### config.mk
export PLATFORM = sky130hd
export DESIGN_NAME = door_blink_ctrl
export DESIGN_NICKNAME = d
export VERILOG_FILES = /design/src/rtl/door_blink_ctrl.sv
export SDC_FILE = /design/constraint.sdc
export NUM_CORES = 1
export LEC_CHECK = 0
export ABC_AREA = 1
export BUFFER_PORTS_ARGS = -buffer_cell sky130_fd_sc_hd__buf_2
export CAP_MARGIN = 20
export CORE_MARGIN = 2
export CORE_UTILIZATION = 55
export DETAILED_ROUTE_END_ITERATION = 10
export HOLD_SLACK_MARGIN = 0.12
export PLACE_DENSITY = 0.84
export SYNTH_ARGS = -nofsm -noshare
export SYNTH_HDL_FRONTEND = slang
export SYNTH_SLANG_ARGS = --single-unit
### constraint.sdc
create_clock -name CLK -period 1.4 [get_ports CLK]
set_input_delay 0.21 -clock CLK [delete_from_list [all_inputs] [get_ports CLK]]
set_output_delay 0.21 -clock CLK [all_outputs]
set_load 0.1 [all_outputs]
### src/rtl/door_blink_ctrl.sv
// door_blink_ctrl: N_CH door-open indicators sharing one blink prescaler.
// Ports: CLK, RST_N (async low), door_open[N_CH], abort -> light, busy, any_busy.
// Optional hold-while-open mode: define DOOR_HOLD_EN.
module door_blink_ctrl #(
  parameter int N_CH         = 4,
  parameter int TICK_DIV     = 25000000,
  parameter int HALF_PERIODS = 20
) (
  input  logic            CLK,
  input  logic            RST_N,
  input  logic [N_CH-1:0] door_open,
  input  logic            abort,
  output logic [N_CH-1:0] light,
  output logic [N_CH-1:0] busy,
  output logic            any_busy
);

  localparam int PW = $clog2(TICK_DIV);
  localparam int CW = $clog2(HALF_PERIODS);
  localparam logic [PW-1:0] PRE_LAST = PW'(TICK_DIV - 1);
  localparam logic [CW-1:0] CNT_LAST = CW'(HALF_PERIODS - 1);

  typedef enum logic [1:0] {
    S_IDLE,
    S_BLINK,
    S_HOLD
  } state_t;

  state_t          r_state [N_CH];
  logic [CW-1:0]   r_cnt   [N_CH];
  logic [PW-1:0]   r_pre;
  logic [N_CH-1:0] r_prev;
  logic [N_CH-1:0] r_light;
  logic [N_CH-1:0] r_busy;

  logic            w_tick;
  logic [N_CH-1:0] w_rise;

  assign w_tick = (r_pre == PRE_LAST);
  assign w_rise = door_open & ~r_prev;

  always_ff @(posedge CLK or negedge RST_N) begin
    if (!RST_N) begin
      r_pre  <= '0;
      r_prev <= '0;
    end else begin
      r_pre  <= w_tick ? '0 : r_pre + 1'b1;
      r_prev <= door_open;
    end
  end

  // abort beats rise, rise beats tick; a rise always restarts at count 0
  always_ff @(posedge CLK or negedge RST_N) begin
    if (!RST_N) begin
      r_light <= '0;
      r_busy  <= '0;
      for (int i = 0; i < N_CH; i++) begin
        r_state[i] <= S_IDLE;
        r_cnt[i]   <= '0;
      end
    end else begin
      for (int i = 0; i < N_CH; i++) begin
        if (abort) begin
          r_state[i] <= S_IDLE;
          r_light[i] <= 1'b0;
          r_cnt[i]   <= '0;
          r_busy[i]  <= 1'b0;
        end else if (w_rise[i]) begin
`ifdef DOOR_HOLD_EN
          r_state[i] <= S_HOLD;
`else
          r_state[i] <= S_BLINK;
`endif
          r_light[i] <= 1'b1;
          r_cnt[i]   <= '0;
          r_busy[i]  <= 1'b1;
        end else begin
          case (r_state[i])
            S_BLINK: begin
              if (w_tick) begin
                if (r_cnt[i] == CNT_LAST) begin
                  r_state[i] <= S_IDLE;
                  r_light[i] <= 1'b0;
                  r_cnt[i]   <= '0;
                  r_busy[i]  <= 1'b0;
                end else begin
                  r_light[i] <= ~r_light[i];
                  r_cnt[i]   <= r_cnt[i] + 1'b1;
                end
              end
            end
`ifdef DOOR_HOLD_EN
            // door closed: start the normal sequence from the lit phase
            S_HOLD: begin
              if (!door_open[i]) begin
                r_state[i] <= S_BLINK;
                r_light[i] <= 1'b1;
                r_cnt[i]   <= '0;
              end
            end
`endif
            default: ;
          endcase
        end
      end
    end
  end

  assign light    = r_light;
  assign busy     = r_busy;
  assign any_busy = |r_busy;

endmodule

Word level (Yosys, flattened, before mapping)

Index checks and enable logic that the tools add are counted.

Register bits: 65
Latch bits: 0
RAM bits: 0
ROM bits: 0
Output and inout port bits: 9
Logic and storage cells: 140
Memories: 0

$add $sub $neg: 5
Multiply operators: 0
Divide/modulo/power cells: 0
Order comparisons: 0
Equality and inequality tests: 9
Shifts and indexed selects: 0
Mux-type cells: 81
Bitwise operators: 6
Reductions and logical operators: 21

Operator list:

| operator                                       | count |
|---|---|
| 2-to-1 mux 5 bit                               | 20 |
| 2-to-1 mux 1 bit                               | 40 |
| 2-to-1 mux 2 bit                               | 20 |
| nonzero test 3 bit                             | 12 |
| adder 25 x 1 -> 25 bit (second input constant) | 1 |
| == test 25 bit (second input constant)         | 1 |
| 2-to-1 mux 25 bit                              | 1 |
| adder 5 x 1 -> 5 bit (second input constant)   | 4 |
| == test 5 bit (second input constant)          | 4 |
| AND reduction 3 bit                            | 4 |
| == test 2 x 1 -> 1 bit (second input constant) | 4 |
| AND reduction 2 bit                            | 4 |
| AND 4 bit                                      | 1 |
| NOT 1 bit                                      | 4 |
| NOT 4 bit                                      | 1 |
| OR reduction 4 bit                             | 1 |

Longest topological paths before layout

Depth in word-level cells: 6
Gate-level depth with buffers: 11
Mapped depth without buffers: 10

Worst setup path before layout

No wires, ideal clock.

Kind: register -> output
From: reg, netlist name r_state[0]
To: out any_busy
Arrival: 1.910 ns
Slack: -0.720 ns
Stages on the path, launching flop included: 3
Buffers on the path: 0
Cell sequence: dfrtp_1 -> inv_1 -> nand4_1

RTL lines:

| what      | RTL line | source |
|---|---|---|
| to (decl) | 15       | `output logic any_busy` |

Worst setup path after layout

From: reg r_pre[1]
To: reg r_cnt[8] (netlist name)

Longest elaborated chain between the ends: 3

RTL lines:

| what                            | RTL line | source |
|---|---|---|
| from (decl)                     | 31       | `logic [PW-1:0] r_pre;` |
| from (signal assigned)          | 47       | `r_pre <= w_tick ? '0 : r_pre + 1'b1;` |
| == test 25 bit                  | 39       | `assign w_tick = (r_pre == PRE_LAST);` |
| nonzero test 3 bit (no line)    | n/a      |  |
| AND reduction 2 bit (no line)   | n/a      |  |
| to (signal, indexed assignment) | 88       | `r_cnt[i] <= r_cnt[i] + 1'b1;` |
| to (decl)                       | 30       | `logic [CW-1:0] r_cnt [N_CH];` |

Every way passes these cells.
A chain may end at the register's enable or synchronous reset.

==> impl_metrics.py <==
metrics = {
    "clock_network": {
        "cts_tree": "built",
        "clock_latency_ns": 0.35,
        "htree_num_levels": 3,
        "clk_transition_reported_paths_ns": 0.07,
        "clk_path_buf_depth": 2,
        "cts-buffers-inserted": 9,
        "clockRootBuffer": "sky130_fd_sc_hd__clkbuf_8",
        "tritoncts_num_sinks": 57,
    },
    "die": {
        "initial_utilization": 0.559,
        "die_ht_um": 81.1,
        "core.rowCount": 28,
        "core_area_mm2": 0.00585,
        "pin_count": 16,
        "chipWidth_um": 81.1,
        "die_area_mm2": 0.00658,
    },
    "sta": {
        "max_slew.worst_pin.slew_ns": 0.486,
        "maxClockFrequency_mhz": 620,
        "fin_crit_sh": 1.15,
        "total_count_of_hold_check_failures_in_the_final_report": 0,
        "finalMaxSlewViolations": 0,
        "setup_viol": 46,
        "slew_headroom": 0.678,
        "accumulated_negative_setup_slack_ns": -5.85,
        "setup_slack_ns": -0.213,
        "period_minus_slack_ns": 1.61,
        "worst_hold_slack_ns": 0.242,
        "timing.clock.skew_ns": 0.00903,
        "rsz0062_at_grt": "true",
    },
    "global_routing": {
        "grt_antenna_before_repair": 0,
        "grt_overflow_total": 0,
        "grt_pass1_vias": 3281,
        "globalRouteTotalUtil": 0.290,
        "grt_max_degree": 58,
        "global_route_wire_length_before_repair_mm": 14.4,
    },
    "routing": {
        "drtAntennaViolNets": 0,
        "wl_mm": 9.68,
        "vias": 3449,
        "drt-initial-drc-count": 180,
        "first_pass_iters": 4,
        "number_of_drc_violations_after_detailed_routing": 0,
        "per_cell_via_count_in_the_routed_design": 5.43,
        "average_wire_length_per_cell_after_detail_routing_um": 15.2,
    },
    "critical_path": {
        "critical-path-max-stage-delay_ns": 0.36,
        "critPathArrivalTime_ns": 1.84,
        "reg2reg_slack_ns": -0.21,
        "startpoint": "r_pre[1]$_DFF_PN0_",
        "regToRegStartpoint": "r_pre[1]$_DFF_PN0_",
        "cp-end-kind": "register",
        "critical_path.most_common_cell": "sky130_fd_sc_hd__nand2_2",
        "required_ns": 1.62,
        "capturing_point_of_the_worst_reg2reg_path": "r_cnt[8]$_DFFE_PN0P_",
        "critPathMaxFanout": 8,
        "r2r_worst_path_depth": 11,
        "crit_type": "reg2reg",
        "setup.worst_path.start_class": "register",
        "crit_path_top_delay_cell": "sky130_fd_sc_hd__dfrtp_1",
        "worstPathCellList": "ha_2 -> nand2_2 -> nor2_4 -> nand2_2 -> nor2_2 -> nand2_2 -> buf_12 -> nand2_8 -> nand2_4 -> nand2_1 -> nand2_1",
    },
    "hold_path": {
        "worstHoldPathType": "in2reg",
        "worstHoldEndpoint": "r_state[0]$_DFFE_PN0P_",
        "hold_path.startpoint": "door_open[3]",
        "min_delay_path_depth": 5,
    },
    "logic_synthesis": {
        "synthAdderAreaFrac": 0.0191,
        "post_synth_main_area_contributors": "sky130_fd_sc_hd__dfrtp_1 44%, sky130_fd_sc_hd__nand2_1 15%, sky130_fd_sc_hd__nand3_1 10%",
        "synth.top_cell.area_share": 0.436,
        "syn_area_per_cell_um2": 7.21,
        "netlist_area_mm2": 0.00327,
        "number_of_storage_elements_in_the_synthesis_netlist": 57,
        "dominant_combinational_cell_family_by_area_after_synthesis": "simple AND/OR/NAND/NOR gates",
        "synth_sequential_area_ratio": 0.436,
        "synthDominantAreaCellType": "sky130_fd_sc_hd__dfrtp_1",
        "synth_simple_gate_area_share": 0.408,
        "yosysUniqueCellTypes": 22,
        "synth.area.mux_share": 0,
        "post_synth_inst_count": 454,
        "xor_xnor_portion_of_the_synthesized_cell_area": 0.0482,
        "syn-num-nets": 466,
        "yosys_warnings": 0,
        "synth_compound_area_frac": 0.0291,
    },
    "run_status": {
        "failed_checks": "negative setup slack",
        "status": "finished, violations left",
    },
    "place": {
        "numPortBuffers": 15,
        "hpwl_reported_at_the_end_of_detailed_placement_mm": 6.00,
        "place.gp.congestion": 0.918,
    },
    "finish": {
        "layout.area.seq_mm2": 0.00144,
        "finalNetCount": 567,
        "num_antenna_cells": 0,
        "multiInputGateArea_mm2": 0.00194,
        "layout_common_cells": "107 x sky130_fd_sc_hd__nand2_1, 62 x sky130_fd_sc_hd__nor2_1, 62 x sky130_fd_sc_hd__buf_4",
        "layout.filler_cells": 366,
        "layout_commonest_cell": "sky130_fd_sc_hd__nand2_1",
        "area_growth_from_synthesis_to_layout_pct": 42.8,
        "drive_above_1_share": 0.323,
    },
    "power_and_ir_drop": {
        "max-vdd-ir-drop_v": 0.00114,
        "finalPower_mw": 4.53,
        "pwr_dens_mw_per_mm2": 969,
        "cellLeakagePower_nw": 2.34,
    },
    "run": {
        "max_cap_violations": 0,
    },
}
## layer usage
metal  up-vias  global-route usage  share of wire
li1       1645                   -              -
met5         -                   0              0
met4         0               0.125          0.035
met2       128               0.528           0.53
met1      1640               0.324           0.38
met3        36              0.0644          0.047
## area by class of cell
cell class	instances	area share
tap	75	0.0201
multi-input combinational	347	0.416
timing repair buffer	92	0.165
clock inverter	5	0.0220
clock buffer	11	0.0303
sequential	57	0.308
inverter	48	0.0386
## critical path: cells and delay by family (launching register included)
| kind | cells | cell delay, ns |
|---|---|---|
| adders and majority gates | 1 | 0.19 |
| buffers and inverters | 1 | 0.17 |
| DFF | 1 | 0.36 |
| and+or+nand+nor | 9 | 0.78 |
## timing repair
action	in CTS	in global routing
resized for setup	29	64
setup endpoints to repair	53	53
setup buffers	11	10
pin swaps	6	17
hold buffers	5	0
hold endpoints to repair	61	0
## power by group
part	internal (mW)	switching, mW
combinational	0.224	0.552
sequential	1.73	0.0755
clock	1.23	0.721
## cells in the mapped netlist
cell type / n
sky130_fd_sc_hd__nand2_1: 127
sky130_fd_sc_hd__nor2_1: 82
sky130_fd_sc_hd__nand3_1: 66
sky130_fd_sc_hd__dfrtp_1: 57
sky130_fd_sc_hd__inv_1: 48
sky130_fd_sc_hd__xor2_1: 11
sky130_fd_sc_hd__o21ai_0: 10
sky130_fd_sc_hd__a21oi_1: 9
sky130_fd_sc_hd__nand4_1: 7
sky130_fd_sc_hd__xnor2_1: 7
sky130_fd_sc_hd__nor3_1: 6
sky130_fd_sc_hd__ha_1: 5
sky130_fd_sc_hd__nand2_2: 4
sky130_fd_sc_hd__nor2_2: 3
sky130_fd_sc_hd__nand2_4: 2
sky130_fd_sc_hd__nand3b_1: 2
sky130_fd_sc_hd__nor2_4: 2
sky130_fd_sc_hd__nor3b_1: 2
sky130_fd_sc_hd__and2_1: 1
sky130_fd_sc_hd__buf_2: 1
sky130_fd_sc_hd__buf_6: 1
sky130_fd_sc_hd__nand2_8: 1
## cells by family after synthesis
group                    after synthesis
flip-flops                            57
AND/OR/NAND/NOR                      305
XOR/XNOR                              18
adder cells (fa/ha/maj)                5
AO/OA/AOI/OAI                         19
buffers and inverters                 50
## worst max path at each step
stage,to,slack [ns],depth (start not counted)
after floorplan,any_busy,-0.43,2
after global placement,r_cnt[5]$_DFFE_PN0P_,-0.12,11
after detailed placement,r_cnt[0]$_DFFE_PN0P_,-0.19,10
after CTS,r_cnt[8]$_DFFE_PN0P_,-0.16,11
after global routing,r_cnt[8]$_DFFE_PN0P_,-0.29,11
final,r_cnt[8]$_DFFE_PN0P_,-0.21,11
## state kept, by name (all words and copies together) (netlist names)
signal and cells:
r_state 4, r_pre 25, light 4, r_cnt 20, r_prev 4
## per-stage QoR
stage	cells	util	area, um^2	setup WS, ns
2_1_floorplan	454	-	3300	-0.431
3_3_place_gp	594	0.664	3890	-0.121
3_5_place_dp	594	0.664	3890	-0.194
4_1_cts	626	0.750	4390	-0.157
5_1_grt	635	0.799	4670	-0.286
6_report	635	0.799	4670	-0.213
Power figures use the tool's default switching activity.
